**src/rtl/note_result_hold_if.sv**
```systemverilog
// Link between the frequency detector (master side) and the result hold stage (slave side).
// Handshake: done is a level with no backpressure; each 0->1 edge of done is one result whose
// note_in/ind_in must be stable on that edge, and update pulses one cycle for every commit.
interface note_result_hold_if #(
  parameter int NOTE_W = 6,
  parameter int IND_W  = 2
);
  logic              done;
  logic [NOTE_W-1:0] note_in;
  logic [IND_W-1:0]  ind_in;
  logic [NOTE_W-1:0] note_out;
  logic [IND_W-1:0]  ind_out;
  logic              valid_out;
  logic              update;
  logic              hold_busy;
  logic              dbg_state;

  modport master (
    output done, note_in, ind_in,
    input  note_out, ind_out, valid_out, update, hold_busy, dbg_state
  );

  modport slave (
    input  done, note_in, ind_in,
    output note_out, ind_out, valid_out, update, hold_busy, dbg_state
  );
endinterface

```
**src/rtl/note_result_hold.sv**
```systemverilog
// Stabilises detector results: optional N-in-a-row agreement, a frozen hold window after each
// commit, and a timeout that drops valid_out when the detector goes quiet.
module note_result_hold #(
  parameter int NOTE_W         = 6,
  parameter int IND_W          = 2,
  parameter int HOLD_CYCLES    = 8333334,
  parameter int STABLE_COUNT   = 1,
  parameter int TIMEOUT_CYCLES = 150000000
) (
  input  logic              CLOCK_50,
  input  logic              reset,
  note_result_hold_if.slave bus
);
  localparam int SAMPLE_W = NOTE_W + IND_W;
  localparam int HOLD_W   = $clog2(HOLD_CYCLES) + 1;
  localparam int MATCH_W  = $clog2(STABLE_COUNT) + 1;
  localparam int IDLE_W   = $clog2(TIMEOUT_CYCLES) + 1;
  localparam bit TIMEOUT_EN = (TIMEOUT_CYCLES > 0);
  localparam logic [HOLD_W-1:0]  HOLD_LAST = HOLD_W'(HOLD_CYCLES - 1);
  localparam logic [MATCH_W-1:0] MATCH_MAX = MATCH_W'(STABLE_COUNT);
  localparam logic [IDLE_W-1:0]  IDLE_LAST = IDLE_W'(TIMEOUT_EN ? TIMEOUT_CYCLES - 1 : 0);

  typedef enum logic {S_IDLE = 1'b0, S_HOLD = 1'b1} state_t;

  state_t              r_state;
  state_t              w_state_next;
  logic                r_done_q;
  logic                w_done_rise;
  logic [SAMPLE_W-1:0] w_sample;
  logic [SAMPLE_W-1:0] r_cand;
  logic [MATCH_W-1:0]  r_match_cnt;
  logic [MATCH_W-1:0]  w_match_next;
  logic [HOLD_W-1:0]   r_hold_cnt;
  logic [IDLE_W-1:0]   r_idle_cnt;
  logic [NOTE_W-1:0]   r_note;
  logic [IND_W-1:0]    r_ind;
  logic                r_valid;
  logic                r_update;
  logic                w_commit;
  logic                w_hold_busy;

  assign w_done_rise = bus.done & ~r_done_q;
  assign w_sample    = {bus.note_in, bus.ind_in};

  // Match count as it will be after this result, so the commit test sees the current sample.
  always_comb begin
    w_match_next = MATCH_W'(1);
    if (w_sample == r_cand) begin
      w_match_next = (r_match_cnt == MATCH_MAX) ? MATCH_MAX : r_match_cnt + 1'b1;
    end
  end

  always_ff @(posedge CLOCK_50) begin
    if (reset) begin
      r_done_q    <= 1'b0;
      r_cand      <= '0;
      r_match_cnt <= '0;
    end else begin
      r_done_q <= bus.done;
      if (w_done_rise) begin
        r_cand      <= w_sample;
        r_match_cnt <= w_match_next;
      end
    end
  end

  always_ff @(posedge CLOCK_50) begin
    if (reset) r_state <= S_IDLE;
    else       r_state <= w_state_next;
  end

  always_comb begin
    w_state_next = r_state;
    case (r_state)
      S_IDLE:  if (w_commit) w_state_next = S_HOLD;
      S_HOLD:  if (r_hold_cnt == HOLD_LAST) w_state_next = S_IDLE;
      default: w_state_next = S_IDLE;
    endcase
  end

  always_comb begin
    w_commit    = (r_state == S_IDLE) && w_done_rise && (w_match_next >= MATCH_MAX);
    w_hold_busy = (r_state == S_HOLD);
  end

  // Idle counter saturates at its terminal value, so valid_out stays low until the next commit.
  always_ff @(posedge CLOCK_50) begin
    if (reset) begin
      r_hold_cnt <= '0;
      r_idle_cnt <= '0;
      r_note     <= '0;
      r_ind      <= '0;
      r_valid    <= 1'b0;
      r_update   <= 1'b0;
    end else begin
      r_update <= w_commit;
      if (w_commit) begin
        r_note     <= bus.note_in;
        r_ind      <= bus.ind_in;
        r_valid    <= 1'b1;
        r_hold_cnt <= '0;
        r_idle_cnt <= '0;
      end else begin
        if (r_state == S_HOLD) begin
          r_hold_cnt <= (r_hold_cnt == HOLD_LAST) ? '0 : r_hold_cnt + 1'b1;
        end
        if (r_idle_cnt != IDLE_LAST) begin
          r_idle_cnt <= r_idle_cnt + 1'b1;
        end
        if (TIMEOUT_EN && (r_idle_cnt == IDLE_LAST)) begin
          r_valid <= 1'b0;
        end
      end
    end
  end

  assign bus.note_out  = r_note;
  assign bus.ind_out   = r_ind;
  assign bus.valid_out = r_valid;
  assign bus.update    = r_update;
  assign bus.hold_busy = w_hold_busy;
  assign bus.dbg_state = r_state;
endmodule

```
**src/flat_wrapper.sv**
```systemverilog
// flat-port wrapper written by rule: the top's interface ports become plain ports
module note_result_hold_flat 
#(
  parameter int NOTE_W         = 6,
  parameter int IND_W          = 2,
  parameter int HOLD_CYCLES    = 8333334,
  parameter int STABLE_COUNT   = 1,
  parameter int TIMEOUT_CYCLES = 150000000
)
  (CLOCK_50, reset, bus_done, bus_note_in, bus_ind_in, bus_note_out, bus_ind_out, bus_valid_out, bus_update, bus_hold_busy, bus_dbg_state);
  note_result_hold_if #(.NOTE_W(NOTE_W), .IND_W(IND_W)) bus_i ();
  input  logic CLOCK_50;
  input  logic reset;
  input wire logic [$bits(bus_i.done)-1:0] bus_done;
  input wire logic [$bits(bus_i.note_in)-1:0] bus_note_in;
  input wire logic [$bits(bus_i.ind_in)-1:0] bus_ind_in;
  output wire logic [$bits(bus_i.note_out)-1:0] bus_note_out;
  output wire logic [$bits(bus_i.ind_out)-1:0] bus_ind_out;
  output wire logic [$bits(bus_i.valid_out)-1:0] bus_valid_out;
  output wire logic [$bits(bus_i.update)-1:0] bus_update;
  output wire logic [$bits(bus_i.hold_busy)-1:0] bus_hold_busy;
  output wire logic [$bits(bus_i.dbg_state)-1:0] bus_dbg_state;
  assign bus_i.done = bus_done;
  assign bus_i.note_in = bus_note_in;
  assign bus_i.ind_in = bus_ind_in;
  assign bus_note_out = bus_i.note_out;
  assign bus_ind_out = bus_i.ind_out;
  assign bus_valid_out = bus_i.valid_out;
  assign bus_update = bus_i.update;
  assign bus_hold_busy = bus_i.hold_busy;
  assign bus_dbg_state = bus_i.dbg_state;
  note_result_hold #(.NOTE_W(NOTE_W), .IND_W(IND_W), .HOLD_CYCLES(HOLD_CYCLES), .STABLE_COUNT(STABLE_COUNT), .TIMEOUT_CYCLES(TIMEOUT_CYCLES)) u_core (.CLOCK_50(CLOCK_50), .reset(reset), .bus(bus_i));
endmodule
```
**config.mk**
```make
export PLATFORM = sky130hd
export DESIGN_NAME = note_result_hold_flat
export DESIGN_NICKNAME = d
export VERILOG_FILES = /design/src/rtl/note_result_hold_if.sv /design/src/rtl/note_result_hold.sv /design/src/flat_wrapper.sv
export SDC_FILE = /design/constraint.sdc
export NUM_CORES = 1
export LEC_CHECK = 0
export ABC_CLOCK_PERIOD_IN_PS = 2570
export BUFFER_PORTS_ARGS = -buffer_cell sky130_fd_sc_hd__buf_2
export CAP_MARGIN = 40
export CORE_MARGIN = 4
export CORE_UTILIZATION = 63
export CTS_CLUSTER_SIZE = 14
export DETAILED_ROUTE_END_ITERATION = 16
export PLACE_DENSITY = 0.83
export SETUP_SLACK_MARGIN = 0.1
export SLEW_MARGIN = 25
export SYNTH_ARGS = -nofsm -noshare
export SYNTH_HDL_FRONTEND = slang
export SYNTH_SLANG_ARGS = --single-unit
```
**constraint.sdc**
```tcl
create_clock -name CLOCK_50 -period 2.57 [get_ports CLOCK_50]
set_input_delay 0.514 -clock CLOCK_50 [delete_from_list [all_inputs] [get_ports CLOCK_50]]
set_output_delay 0.514 -clock CLOCK_50 [all_outputs]
set_load 0.03 [all_outputs]
```
* Word-level counts from Yosys, hierarchy flattened *
Index checks and enable logic that the tools add are counted.

operators by class
  $add $sub $neg = 3
  reductions and logical operators = 4
  muxes and demuxes = 8
  bitwise logic cells = 3
  equal/unequal tests = 4
  $lt $le $gt $ge = 1

operators by type and width
  operator               number
  $add 29x1->29 const B  1
  $eq 29x28->1 const B   1
  $ne 29x28->1 const B   1
  $add 24x1->24 const B  1
  $eq 24x23->1 const B   1
  $mux 24                1
  $eq 8x8->1             1
  $mux 1                 6
  $logic_and 1x1->1      2
  $not 1->1              2
  $pmux 1 s2             1
  $reduce_bool 2->1      1
  $reduce_or 2->1        1
  $add 1x1->1 const B    1
  $and 1x1->1            1
  $ge 1x1->1 const B     1

storage, ports and cells
  word-level logic and storage cells = 33
  output and inout bits = 12
  bits in registers = 74
  input bits = 11

* Depth between registers and ports, before layout *
  depth in word-level cells = 7
  gate-level depth with buffers = 8
  gate-level depth less buffers = 7

* Least setup slack after synthesis *
OpenSTA, ideal clock, no wires.

  kind = register -> register
  start = reg u_core.r_state, in the netlist u_core.bus.dbg_state
  end = reg u_core.r_hold_cnt[19]
  data arrival time = 1718 ps
  stages on the path, launching flop included = 7
  path buffers = 1
  slack = 737 ps
  path through = dfxtp_1 > buf_2 > nand4_1 > nand3b_1 > nor4_1 > xnor2_1 > nor2_1

between the ends
  cells in the longest elaborated chain, start to end = 4

RTL lines
  item                            line                     text
  start: declaration              note_result_hold.sv:25   state_t r_state;
  start signal: assignment        note_result_hold.sv:69   else r_state <= w_state_next;
  $not 1->1                       note_result_hold.sv:82   w_commit = (r_state == S_IDLE) && w_done_rise && (w_match_next >= MATCH_MAX);
  $logic_and 1x1->1 (2 in a row)  note_result_hold.sv:82
  $reduce_or 2->1 (no line)       --
  end signal: assignment          note_result_hold.sv:105  r_hold_cnt <= (r_hold_cnt == HOLD_LAST) ? '0 : r_hold_cnt + 1'b1;
  end: declaration                note_result_hold.sv:33   logic [HOLD_W-1:0] r_hold_cnt;

Parallel ways exist; a longest one is shown, timed or not.
A chain may end at the register's enable or synchronous reset.

* Worst setup path in the final report *
  start = reg u_core.r_hold_cnt[0]
  end = reg u_core.r_hold_cnt[21]

between the ends
  cells in the longest elaborated chain, start to end = 2
  elaborated cells on any way between the ends = 3
  classes of those cells = add/sub: 1; eq/ne: 1; mux: 1

RTL lines
  item                                                  line
  $add 24x1->24 / $eq 24x23->1 (equally long branches)  note_result_hold.sv:105
  $mux 24 *                                             note_result_hold.sv:105

Every way passes the cells marked *; elsewhere a longest branch is shown, timed or not.

==> run_results.csv <==
group,metric,value,unit
run_status,status,"finished clean",
sta,setup_ws,468,ps
detailed_routing,first_pass_iters,4,
floorplanning,coreArea,4380,um2
power,ir_drop,0.000472,V
clock_tree,cts_root_buf,"clkbuf_8",
synth,yosys.area.top_type,"dfxtp_1",
synth,synth-seq-area-share,45.1,%
synth,synth-xor-area-share,10.6,%
floorplanning,die_h,75.7,um
floorplanning,fp.dieW,75.7,um
cells_and_area,diodes,0,
synth,yosysWarnings,0,
flow_run,drv_cap,0,
synth,ys.flop_type,"dfxtp_1",
clock_tree,htreeDepth,3,
detailed_routing,ant_nets,0,
cells_and_area,drive_above_1_share,12.6,%
critical_path,critPathRequiredTime,2770,ps
detailed_routing,drt_iter0_drc,127,
detailed_routing,drt-total-wl,5550,um
sta,final-hold-violation-count,0,
cells_and_area,nets,367,
placed_design,port_buffers,22,
hold_path,min_path_type,"in2reg",
synth,syn-cell-area,2880,um2
global_routing,grt_pass1_vias,2257,
floorplanning,fp.dieArea,5720,um2
placed_design,dp.cells,394,
detailed_routing,wl_met3,255,um
synth,netlist.area_leader.share,45.1,%
detailed_routing,wl_per_cell,13.5,um
synth,synth.mux.area_fraction,0.347,%
global_routing,antenna_found_initial,0,
detailed_routing,via_per_inst,5.71,
detailed_routing,highest-signal-layer,"met4",
sta,clock_skew,7.02,ps
clock_tree,cts_hold_buf,0,
synth,synth_cells,328,
cells_and_area,final_cells,410,
critical_path,worst_setup_path_end_kind,"register",
synth,synth_edf_count,0,
sta,setup_viol,0,
clock_tree,postCtsSetupBuffers,0,
synth,avgSynthCellArea,8.79,um2
global_routing,grt_max_degree,30,
global_routing,grt_pass1_wl,9730,um
clock_tree,clock-sinks,65,
synth,synthArstFlopShare,0,%
sta,setup_tns,0,ps
sta,slew_headroom,59.1,%
synth,ys_ff_latch,65,
sta,rsz0062_at_grt,"no",
synth,synth_compound_area_share,9.02,%
power,cellPowerDensity,644,nW/um2
synth,synthSimpleGateAreaFrac,29.7,%
cells_and_area,area_delta_synth_final,12.1,%
critical_path,critical_path_arrival,2310,ps
power,power.leakage,1.10,nW
floorplanning,num_io_pins,23,
placed_design,gp_congestion,0.770,
sta,fin_crit,2100,ps
detailed_routing,wirelength_met1,2550,um
clock_tree,ctsResizeCount,0,
clock_tree,cts_made_buffers,9,
detailed_routing,drc,0,
critical_path,start_kind,"register",
clock_tree,cts_tree,"built",
sta,fmax,476,MHz
clock_tree,cts_max_path_buffers,2,
synth,yosys.cell_count.top_type,"dfxtp_1",
synth,ys_top_cells_by_area,"dfxtp_1 45%, xnor2_1 8.5%, nor2_1 5.9%, nand2_1 3.0%, nand3_1 2.8%",
detailed_routing,vias,2340,
clock_tree,insertion_delay,340,ps
placed_design,post-dp-hpwl,3750,um
synth,synth.distinct_cells,40,
floorplanning,rows,24,
global_routing,grt-ovfl-total,0,
sta,worst_pin_slew,611,ps
detailed_routing,route.met2.wl,2680,um
critical_path,critPathKind,"reg2reg",
sta,drv_slew,0,
critical_path,cp_max_fo,21,
global_routing,grtUsageTotal,22.1,%
synth,synth_nets,342,
sta,fin_crit_sh,81.8,%
synth,synth_top_family_by_area,"simple AND/OR/NAND/NOR gates",
synth,synthAdderAreaFrac,1.30,%
floorplanning,initial_core_util,65.8,%
clock_tree,cts.clk_slew.worst_paths,70,ps
placed_design,preCtsSetupSlack,492,ps
synth,synthTopCellsByCount,"65 x dfxtp_1, 45 x nor2_1, 28 x xnor2_1",
## final timing paths
path / startpoint / to / slack, ps / cells past startpoint
worst max register to register: u_core.r_hold_cnt[0] / u_core.r_hold_cnt[21] / 470 / 6
worst min register to register: u_core.bus.note_out[4] / u_core.bus.note_out[4] / 470 / 1
worst max-delay path: u_core.r_hold_cnt[0] / u_core.r_hold_cnt[21] / 470 / 6
worst min-delay path: bus_note_in[5] / u_core.bus.note_out[5] / 380 / 2
## flip-flops by register name, indices dropped and copies added, names as in the netlist
signal                cells
u_core.r_idle_cnt        29
u_core.r_hold_cnt        24
u_core.bus.note_out       6
u_core.bus.ind_out        2
u_core.bus.dbg_state      1
u_core.bus.update         1
u_core.bus.valid_out      1
u_core.r_done_q           1
## worst max-delay path, cell delays in order (launching register included)
cell,delay [ps]
dfxtp_1,400
ha_1,170
nor4bb_1,290
nand3_1,120
or3_4,390
o21ai_4,470
nor2_1,130
## final cells by class
class,instances,area (um2)
clock buffer,10,128
clock inverter,6,82.6
fill,322,1150
inverter,12,45.0
multi-input combinational,239,1470
sequential,65,1300
tap,52,65.1
timing repair buffer,26,140
## metal layers
layer / GRT usage (%) / vias to the layer above
met3: 3.83 / 9
met4: 11.7 / 0
met5: 0 / -
li1: - / 1201
met1: 28.0 / 1083
met2: 35.9 / 47
## where the power goes
part           internal [mW]  total [mW]  switching (mW)
clock                  0.541       0.926           0.385
sequential              1.03        1.04          0.0159
combinational         0.0366       0.115          0.0780
## logic make-up (layout without fill, tap and decap cells)
| family | Yosys count | count (layout) |
|---|---|---|
| AO/OA/AOI/OAI | 41 | 41 |
| XOR/XNOR | 35 | 35 |
| adder cells (fa/ha/maj) | 3 | 3 |
| buffers and inverters | 24 | 54 |
| flip-flops | 65 | 65 |
| multiplexers | 1 | 1 |
| AND/OR/NAND/NOR | 159 | 159 |
## placed cells by master (no fill, tap or decap), types with 2 or more instances in the layout
master / count
a21oi_1: 15
a22o_1: 8
and2_1: 3
and3_1: 5
and4_1: 7
buf_2: 22
buf_4: 4
bufinv_16: 2
clkbuf_8: 9
clkinv_1: 2
clkinv_2: 3
dfxtp_1: 65
ha_1: 3
inv_1: 10
nand2_1: 23
nand3_1: 16
nand3b_1: 6
nand4_1: 11
nor2_1: 45
nor2b_1: 2
nor3_1: 14
nor4_1: 5
nor4b_1: 3
nor4bb_1: 2
o21ai_0: 7
o21ai_1: 4
or3_1: 12
or4_1: 2
xnor2_1: 28
xor2_1: 7
## through the flow
step | hold slack [ps] | area [um2] | power [mW] | util [%]
CTS | 375 | 3230 | 2.09 | 73.7
floorplan | 448 | 2880 | 1.15 | -
detailed placement | 461 | 3020 | 1.18 | 68.9
global placement | 451 | 3020 | 1.18 | 68.9
finish | 378 | 3230 | 2.08 | 73.7
global route | 390 | 3230 | 2.15 | 73.7
Note: power is estimated with default switching activity, not from simulation.
